**src/rtl/fifo_drain_arbiter.sv**
```systemverilog
// fifo_drain_arbiter
// Read-side controller for the two per-VC destination FIFOs. Pops words
// from D0/D1, covers the FIFOs' one-cycle read latency with a 2-entry
// output buffer, and presents a single {vc, data} stream under valid/ready.
// Optional build macro: FIFO_DRAIN_STRICT_PRIO_EN (D0 always wins when both
// FIFOs are non-empty; otherwise round-robin).

module fifo_drain_arbiter #(
    parameter int BW = 4,
    parameter int CW = 8
) (
    input  logic          clk,
    input  logic          reset,
    input  logic          enable,
    input  logic          D0_empty,
    input  logic          D1_empty,
    input  logic [BW-1:0] D0_data_out,
    input  logic [BW-1:0] D1_data_out,
    output logic          D0_rd,
    output logic          D1_rd,
    output logic [BW-1:0] out_data,
    output logic          out_vc,
    output logic          out_valid,
    input  logic          out_ready,
    output logic [CW-1:0] D0_count,
    output logic [CW-1:0] D1_count
);

    logic [1:0]  occ;
    logic [1:0]  buf_cnt;
    logic        inflight_valid;
    logic        inflight_vc;
    logic [BW:0] buf_mem [2];
    logic        wr_ptr;
    logic        rd_ptr;
    logic        pop;
    logic        any_avail;
    logic        room;
    logic        issue;
    logic        grant_vc;
`ifndef FIFO_DRAIN_STRICT_PRIO_EN
    logic        last_grant;
`endif

    assign out_valid = (buf_cnt != 2'd0);
    assign out_vc    = buf_mem[rd_ptr][BW];
    assign out_data  = buf_mem[rd_ptr][BW-1:0];
    assign pop       = out_valid & out_ready;
    assign any_avail = ~D0_empty | ~D1_empty;
    // occ already includes the entry being popped, so freeing it this cycle makes room now
    assign room      = ((occ - {1'b0, pop}) < 2'd2);
    assign issue     = ~reset & enable & any_avail & room;
    assign D0_rd     = issue & ~grant_vc;
    assign D1_rd     = issue & grant_vc;

    // Pick which FIFO gets the read this cycle from the live empty flags
    always_comb begin
        grant_vc = 1'b0;
        if (!D0_empty && !D1_empty) begin
`ifdef FIFO_DRAIN_STRICT_PRIO_EN
            grant_vc = 1'b0;
`else
            grant_vc = ~last_grant;
`endif
        end else if (D0_empty) begin
            grant_vc = 1'b1;
        end
    end

`ifndef FIFO_DRAIN_STRICT_PRIO_EN
    // Remember the last VC actually served so the other one wins a tie next time
    always_ff @(posedge clk) begin
        if (reset) begin
            last_grant <= 1'b1;
        end else if (issue) begin
            last_grant <= grant_vc;
        end
    end
`endif

    // Track the read in flight and capture its data into the output buffer a cycle later
    always_ff @(posedge clk) begin
        if (reset) begin
            occ            <= 2'd0;
            buf_cnt        <= 2'd0;
            inflight_valid <= 1'b0;
            inflight_vc    <= 1'b0;
            wr_ptr         <= 1'b0;
            rd_ptr         <= 1'b0;
            buf_mem[0]     <= '0;
            buf_mem[1]     <= '0;
        end else begin
            occ            <= occ + {1'b0, issue} - {1'b0, pop};
            buf_cnt        <= buf_cnt + {1'b0, inflight_valid} - {1'b0, pop};
            inflight_valid <= issue;
            inflight_vc    <= grant_vc;
            if (inflight_valid) begin
                buf_mem[wr_ptr] <= {inflight_vc, inflight_vc ? D1_data_out : D0_data_out};
                wr_ptr          <= ~wr_ptr;
            end
            if (pop) begin
                rd_ptr <= ~rd_ptr;
            end
        end
    end

    // Count words handed to the consumer, per source VC, wrapping naturally
    always_ff @(posedge clk) begin
        if (reset) begin
            D0_count <= '0;
            D1_count <= '0;
        end else if (pop) begin
            if (out_vc) begin
                D1_count <= D1_count + 1'b1;
            end else begin
                D0_count <= D0_count + 1'b1;
            end
        end
    end

endmodule

```
**config.mk**
```make
export PLATFORM = sky130hd
export DESIGN_NAME = fifo_drain_arbiter
export DESIGN_NICKNAME = d
export VERILOG_FILES = /design/src/rtl/fifo_drain_arbiter.sv
export SDC_FILE = /design/constraint.sdc
export NUM_CORES = 1
export LEC_CHECK = 0
export ABC_AREA = 1
export BUFFER_PORTS_ARGS = -buffer_cell sky130_fd_sc_hd__buf_4
export CAP_MARGIN = 25
export CORE_AREA = 2 2 66 68
export CTS_CLUSTER_DIAMETER = 200
export CTS_CLUSTER_SIZE = 14
export DETAILED_ROUTE_END_ITERATION = 10
export DIE_AREA = 0 0 68 70
export PLACE_DENSITY = 0.69
export SYNTH_ARGS = -nofsm -noshare
export SYNTH_HDL_FRONTEND = slang
export SYNTH_SLANG_ARGS = --single-unit
export TNS_END_PERCENT = 50
```
**constraint.sdc**
```tcl
create_clock -name clk -period 1.8 [get_ports clk]
set_clock_uncertainty 0.2 [all_clocks]
set_input_delay 0.09 -clock clk [delete_from_list [all_inputs] [get_ports clk]]
set_output_delay 0.09 -clock clk [all_outputs]
set_load 0.005 [all_outputs]
```
# Word-level counts from Yosys, hierarchy flattened
# Memories as Yosys holds them, arrays and structs flattened. A register that Yosys moved wholly into a read port is not among the register bits.
# Index checks and enable logic that the tools add are counted.
op_classes:
  n_mux: 13
  n_mul: 0
  eq_ne: 0
  div: 0
  reduce_logical: 7
  add_sub_neg: 7
  magnitude_cmp: 1
  n_shift: 0
  bitwise_logic: 15
ops:
  columns: ["cell", "count"]
  rows:
  - ["$add 8x1->8 const B", 2]
  - ["$mux 1", 11]
  - ["$not 1->1", 8]
  - ["$and 1x1->1", 6]
  - ["$sub 2x1->2", 3]
  - ["$mux 5", 1]
  - ["$reduce_or 5->1", 1]
  - ["$add 2x1->2", 2]
  - ["$mux 4", 1]
  - ["$reduce_and 2->1", 2]
  - ["$logic_not 1->1", 2]
  - ["$lt 2x2->1 const B", 1]
  - ["$reduce_bool 2->1", 1]
  - ["$logic_and 1x1->1", 1]
  - ["$or 1x1->1", 1]
totals:
  mem_bits_ro: 0
  input_bits: 14
  mem_bits_rw: 10
  memories: 1
  wordCells: 53
  output_inout_bits: 24
  latch_bits: 0
  reg_bits: 25
memory_table:
  columns: ["memory", "words", "width", "read_ports", "rd_ports_with_merged_regs", "wr", "line", "source"]
  rows:
  - ["buf_mem", 2, 5, 1, 1, 2, "33", "logic [BW:0] buf_mem [2];"]

# Depth between registers and ports, before layout
depth:
  ltp_word: 7
  mapped_depth: 11
  depth_no_buf: 11

# Worst setup path after synthesis
# OpenSTA, ideal clock, no wires.
synth_path:
  path_kind: "reg2reg"
  from: "reg buf_cnt[1]"
  to: "reg occ[1]"
  synth_period_minus_slack_ps: 1872
  arrival_ps: 1551
  setup_time_ps: 121
  path_stages_with_launch: 12
  slack_ps: -72
  t_required_ps: 1479
  n_path_buf: 0
  cell_sequence: "dfxtp_1 > inv_1 > nand2_1 > nand3_1 > nand2_1 > nand3_1 > ha_1 > inv_1 > ha_1 > xnor2_1 > o21ai_0 > a21oi_1"
synth_via:
  elab_chain_cells: 7
synth_lines:
  columns: ["element", "line", "source"]
  rows:
  - ["start: declaration", "30", "logic [1:0] buf_cnt;"]
  - ["start signal: assignment", "94", "buf_cnt <= buf_cnt + {1'b0, inflight_valid} - {1'b0, pop};"]
  - ["$reduce_bool 2->1 *", "45", "assign out_valid = (buf_cnt != 2'd0);"]
  - ["net out_valid", "23", "output logic out_valid,"]
  - ["$and 1x1->1 *", "48", "assign pop = out_valid & out_ready;"]
  - ["$sub 2x1->2", "51", "assign room = ((occ - {1'b0, pop}) < 2'd2);"]
  - ["$lt 2x2->1", "51", null]
  - ["$and 1x1->1", "52", "assign issue = ~reset & enable & any_avail & room;"]
  - ["$add 2x1->2", "93", "occ <= occ + {1'b0, issue} - {1'b0, pop};"]
  - ["$sub 2x1->2 *", "93", null]
  - ["end signal: assignment", "93", null]
  - ["end: declaration", "29", "logic [1:0] occ;"]
# Mark *: on every way through the listed nets, which the timed path passes. The rest lies on a longest branch.
# A chain may end at the register's enable or synchronous reset.

# Final worst setup path
layout_path:
  from: "reg buf_cnt[1]"
  to: "reg occ[1]"
layout_via:
  elab_chain_cells: 7
layout_lines:
  columns: ["element", "line"]
  rows:
  - ["$reduce_bool 2->1 *", "45"]
  - ["$and 1x1->1 *", "48"]
  - ["$sub 2x1->2", "51"]
  - ["$lt 2x2->1", "51"]
  - ["$and 1x1->1", "52"]
  - ["$add 2x1->2", "93"]
  - ["$sub 2x1->2 *", "93"]
# Every way passes the cells marked *; elsewhere a longest branch is shown, timed or not.

==> flow_summary.yaml <==
layout:
  area_delta_synth_final_pct: 41.14
  nFillCells: 389
  fin_nets: 313
  layout-drive-gt1-share_pct: 27.55
  n_antenna_cell: 0
global_routing:
  grt_max_degree: 19
  grt_pass1_vias: 1575
  overflow: 0
  antenna_found_initial: 0
  grt_pass1_wl_um: 6472
  track_usage_pct: 17.79
yosys:
  synth.distinct_cells: 21
  synth.avg_cell_area_sq_um: 7.677
  synth_cells: 229
  ys_seq_area_share_pct: 46.69
  netlist_area_sq_um: 1758
  yosys_warnings: 0
  synth_nets: 249
  ys_ff_latch: 36
clocking:
  cts_tree: "built"
  cts-htree-levels: 2
  clock_latency_ps: 290
  cts_buffers: 5
  clk_pin_slew_ps: 70
  cts_sinks: 36
  cts_root_buffer: "clkbuf_8"
  clk_path_buf_depth: 2
detailed_routing:
  vias: 1652
  antenna_left: 0
  drt_pre_antenna_iters: 4
  drt_wl_total_um: 3945
  viasPerCell: 4.775
  drc: 0
  wire_per_inst_um: 11.40
  first_iter_violations: 75
power:
  vdd_drop_max_mv: 0.6867
  p_int_w: 0.001756
  p_seq_share_pct: 39.5
  cellLeakagePower_nw: 1.109
  pwr_density_cell_nw_per_um2: 1077
  switching_share_pct: 34.29
  p_sw_w: 0.0009164
  comb_power_share_pct: 40.1
  pwr-share-clk_pct: 20.4
floorplan:
  die_width_um: 68
  ioPinCount: 38
  dieArea_sq_um: 4760
  std_cell_rows: 24
  dieHeight_um: 70
  initial_core_util_pct: 42.42
  core_sq_um: 4144
timing:
  max_slew_margin_pct: 82.99
  hold_viol_final: 0
  grt_setup_unrepaired: "true"
  post-route-period-util_pct: 102.5
  whs_ps: 7.642
  maxSlewViolCount: 0
  tns_ps: -45.47
  fin_crit_ps: 1845
  setup_slack_ps: -45.47
  tightest_slew_ps: 254.2
  clock.fmax_mhz: 541.9
  setup_viol: 1
critical_path:
  cp-start-kind: "flip-flop"
  path_class: "flip-flop to flip-flop"
  path_max_fanout: 3
  cp.arrival_ps: 1820
  crit_required_ps: 1780
  end_kind: "flip-flop"
status:
  failed_checks: "negative setup slack"
  outcome: "finished, violations left"
placed_design:
  portBuffers: 37
  gp_congestion: 0.7986
  dpl.hpwl_um: 2532
min_path:
  hold_class: "primary input to flip-flop"
job:
  drv_cap: 0
==> cells in the final DEF, fill, tap and decap left out, drive strengths merged <==
cell type and n:
buf 48, nor3b 1, dlygate4sd3 12, ha 6, clkbuf 5, nand2 65
nor2 37, edfxtp 10, inv 29, mux2i 4, o21bai 1, a21oi 15
xnor2 4, xor2 1, dfxtp 26, nand4 4, o21ai 9, clkinv 4
nand3 13
==> timing repair <==
item | 4_1_cts | 5_1_grt
gates cloned | 0 | 0
hold endpoints to repair | 18 | 0
pin swaps | 11 | 8
setup buffers | 3 | 1
gates resized for setup | 18 | 7
hold buffers | 12 | 0
endpoints found under the setup margin | 1 | 3
==> stage by stage <==
| step | util [%] | setup WS, ps | std cells | total power, W | cell area (sq um) |
|---|---|---|---|---|---|
| finish | 59.87 | -45.47 | 346 | 0.002673 | 2481 |
| CTS | 59.24 | -1.035 | 345 | 0.002578 | 2455 |
| floorplan | - | 11.37 | 229 | 0.001500 | 1765 |
| global placement | 51.87 | 18.79 | 322 | 0.001796 | 2150 |
| detailed placement | 51.87 | -68.64 | 322 | 0.001807 | 2150 |
| global route | 59.87 | -89.09 | 346 | 0.002834 | 2481 |
==> worst paths after layout <==
check | from | slack, ps | to | cells past startpoint
worst max-delay path | buf_cnt[1]$_SDFF_PP0_ | -50 | occ[1]$_SDFF_PP0_ | 11
worst min-delay path | D1_empty | 8 | last_grant$_SDFFE_PP1P_ | 4
worst min register to register | rd_ptr$_SDFFE_PP0N_ | 260 | rd_ptr$_SDFFE_PP0N_ | 1
worst max register to register | buf_cnt[1]$_SDFF_PP0_ | -50 | occ[1]$_SDFF_PP0_ | 11
==> synth_stat cells <==
cell type | number | area [sq um]
nand2_1 | 62 | 232.7
nor2_1 | 35 | 131.4
inv_1 | 28 | 105.1
dfxtp_1 | 26 | 520.5
a21oi_1 | 15 | 75.07
nand3_1 | 13 | 65.06
edfxtp_1 | 10 | 300.3
o21ai_0 | 9 | 45.04
ha_1 | 6 | 75.07
mux2i_1 | 4 | 40.04
nand4_1 | 4 | 25.02
xnor2_1 | 4 | 35.03
clkbuf_1 | 3 | 11.26
nand2_4 | 3 | 33.78
clkinv_1 | 1 | 3.750
inv_2 | 1 | 3.750
nor2_4 | 1 | 11.26
nor2_8 | 1 | 20.02
nor3b_1 | 1 | 7.510
o21bai_1 | 1 | 7.510
xor2_1 | 1 | 8.760
==> layer usage <==
metal | vias up | track usage (%) | routed length [um]
li1 | 855 | - | -
met5 | - | 0 | 0
met2 | 38 | 30.74 | 2030
met3 | 8 | 4.992 | 171
met1 | 751 | 20.64 | 1661
met4 | 0 | 5.778 | 82
==> power groups by stage <==
stage	Combinational, W	Sequential (W)	Clock, W
CTS	0.000979	0.00104	0.000560
finish	0.00107	0.00106	0.000545
floorplan	0.000474	0.00103	0
global route	0.00118	0.00107	0.000586
detailed placement	0.000764	0.00104	0
global placement	0.000755	0.00104	0
==> flip-flops by register name, summed over array words and instances, names as in the netlist, named ones only <==
signal and cells:
last_grant 1, buf_mem 10, buf_cnt 2, occ 2, inflight_vc 1, inflight_valid 1, rd_ptr 1, D0_count 8
D1_count 8, wr_ptr 1
==> critical path, cell delays in order, from the launching register on <==
cell and delay [ps]:
dfxtp_4 370, inv_2 40, nand2_2 80, nand3_2 70
nand2_2 70, nand3_2 90, ha_4 280, inv_2 40
ha_4 150, xnor2_2 130, o21ai_1 150, a21oi_1 60
==> cell families after synthesis <==
logic type / count (synthesis) / synth area share, %
AO/OA/AOI/OAI: 25 / 7.260
XOR/XNOR: 5 / 2.491
adder cells (fa/ha/maj): 6 / 4.270
buffers and inverters: 33 / 7.046
flip-flops: 36 / 46.69
multiplexers: 4 / 2.278
AND/OR/NAND/NOR: 120 / 29.96
==> layout make-up <==
type / instances / area (sq um) / share of cell area, %
Multi-Input combinational cell: 160 / 904.6 / 36.46
Clock inverter: 3 / 13.76 / 0.5547
Tap cell: 52 / 65.06 / 2.622
Timing Repair Buffer: 60 / 488.0 / 19.67
Inverter: 30 / 112.6 / 4.539
Clock buffer: 5 / 68.82 / 2.774
Sequential cell: 36 / 828.3 / 33.38
Power figures use the tool's default switching activity.
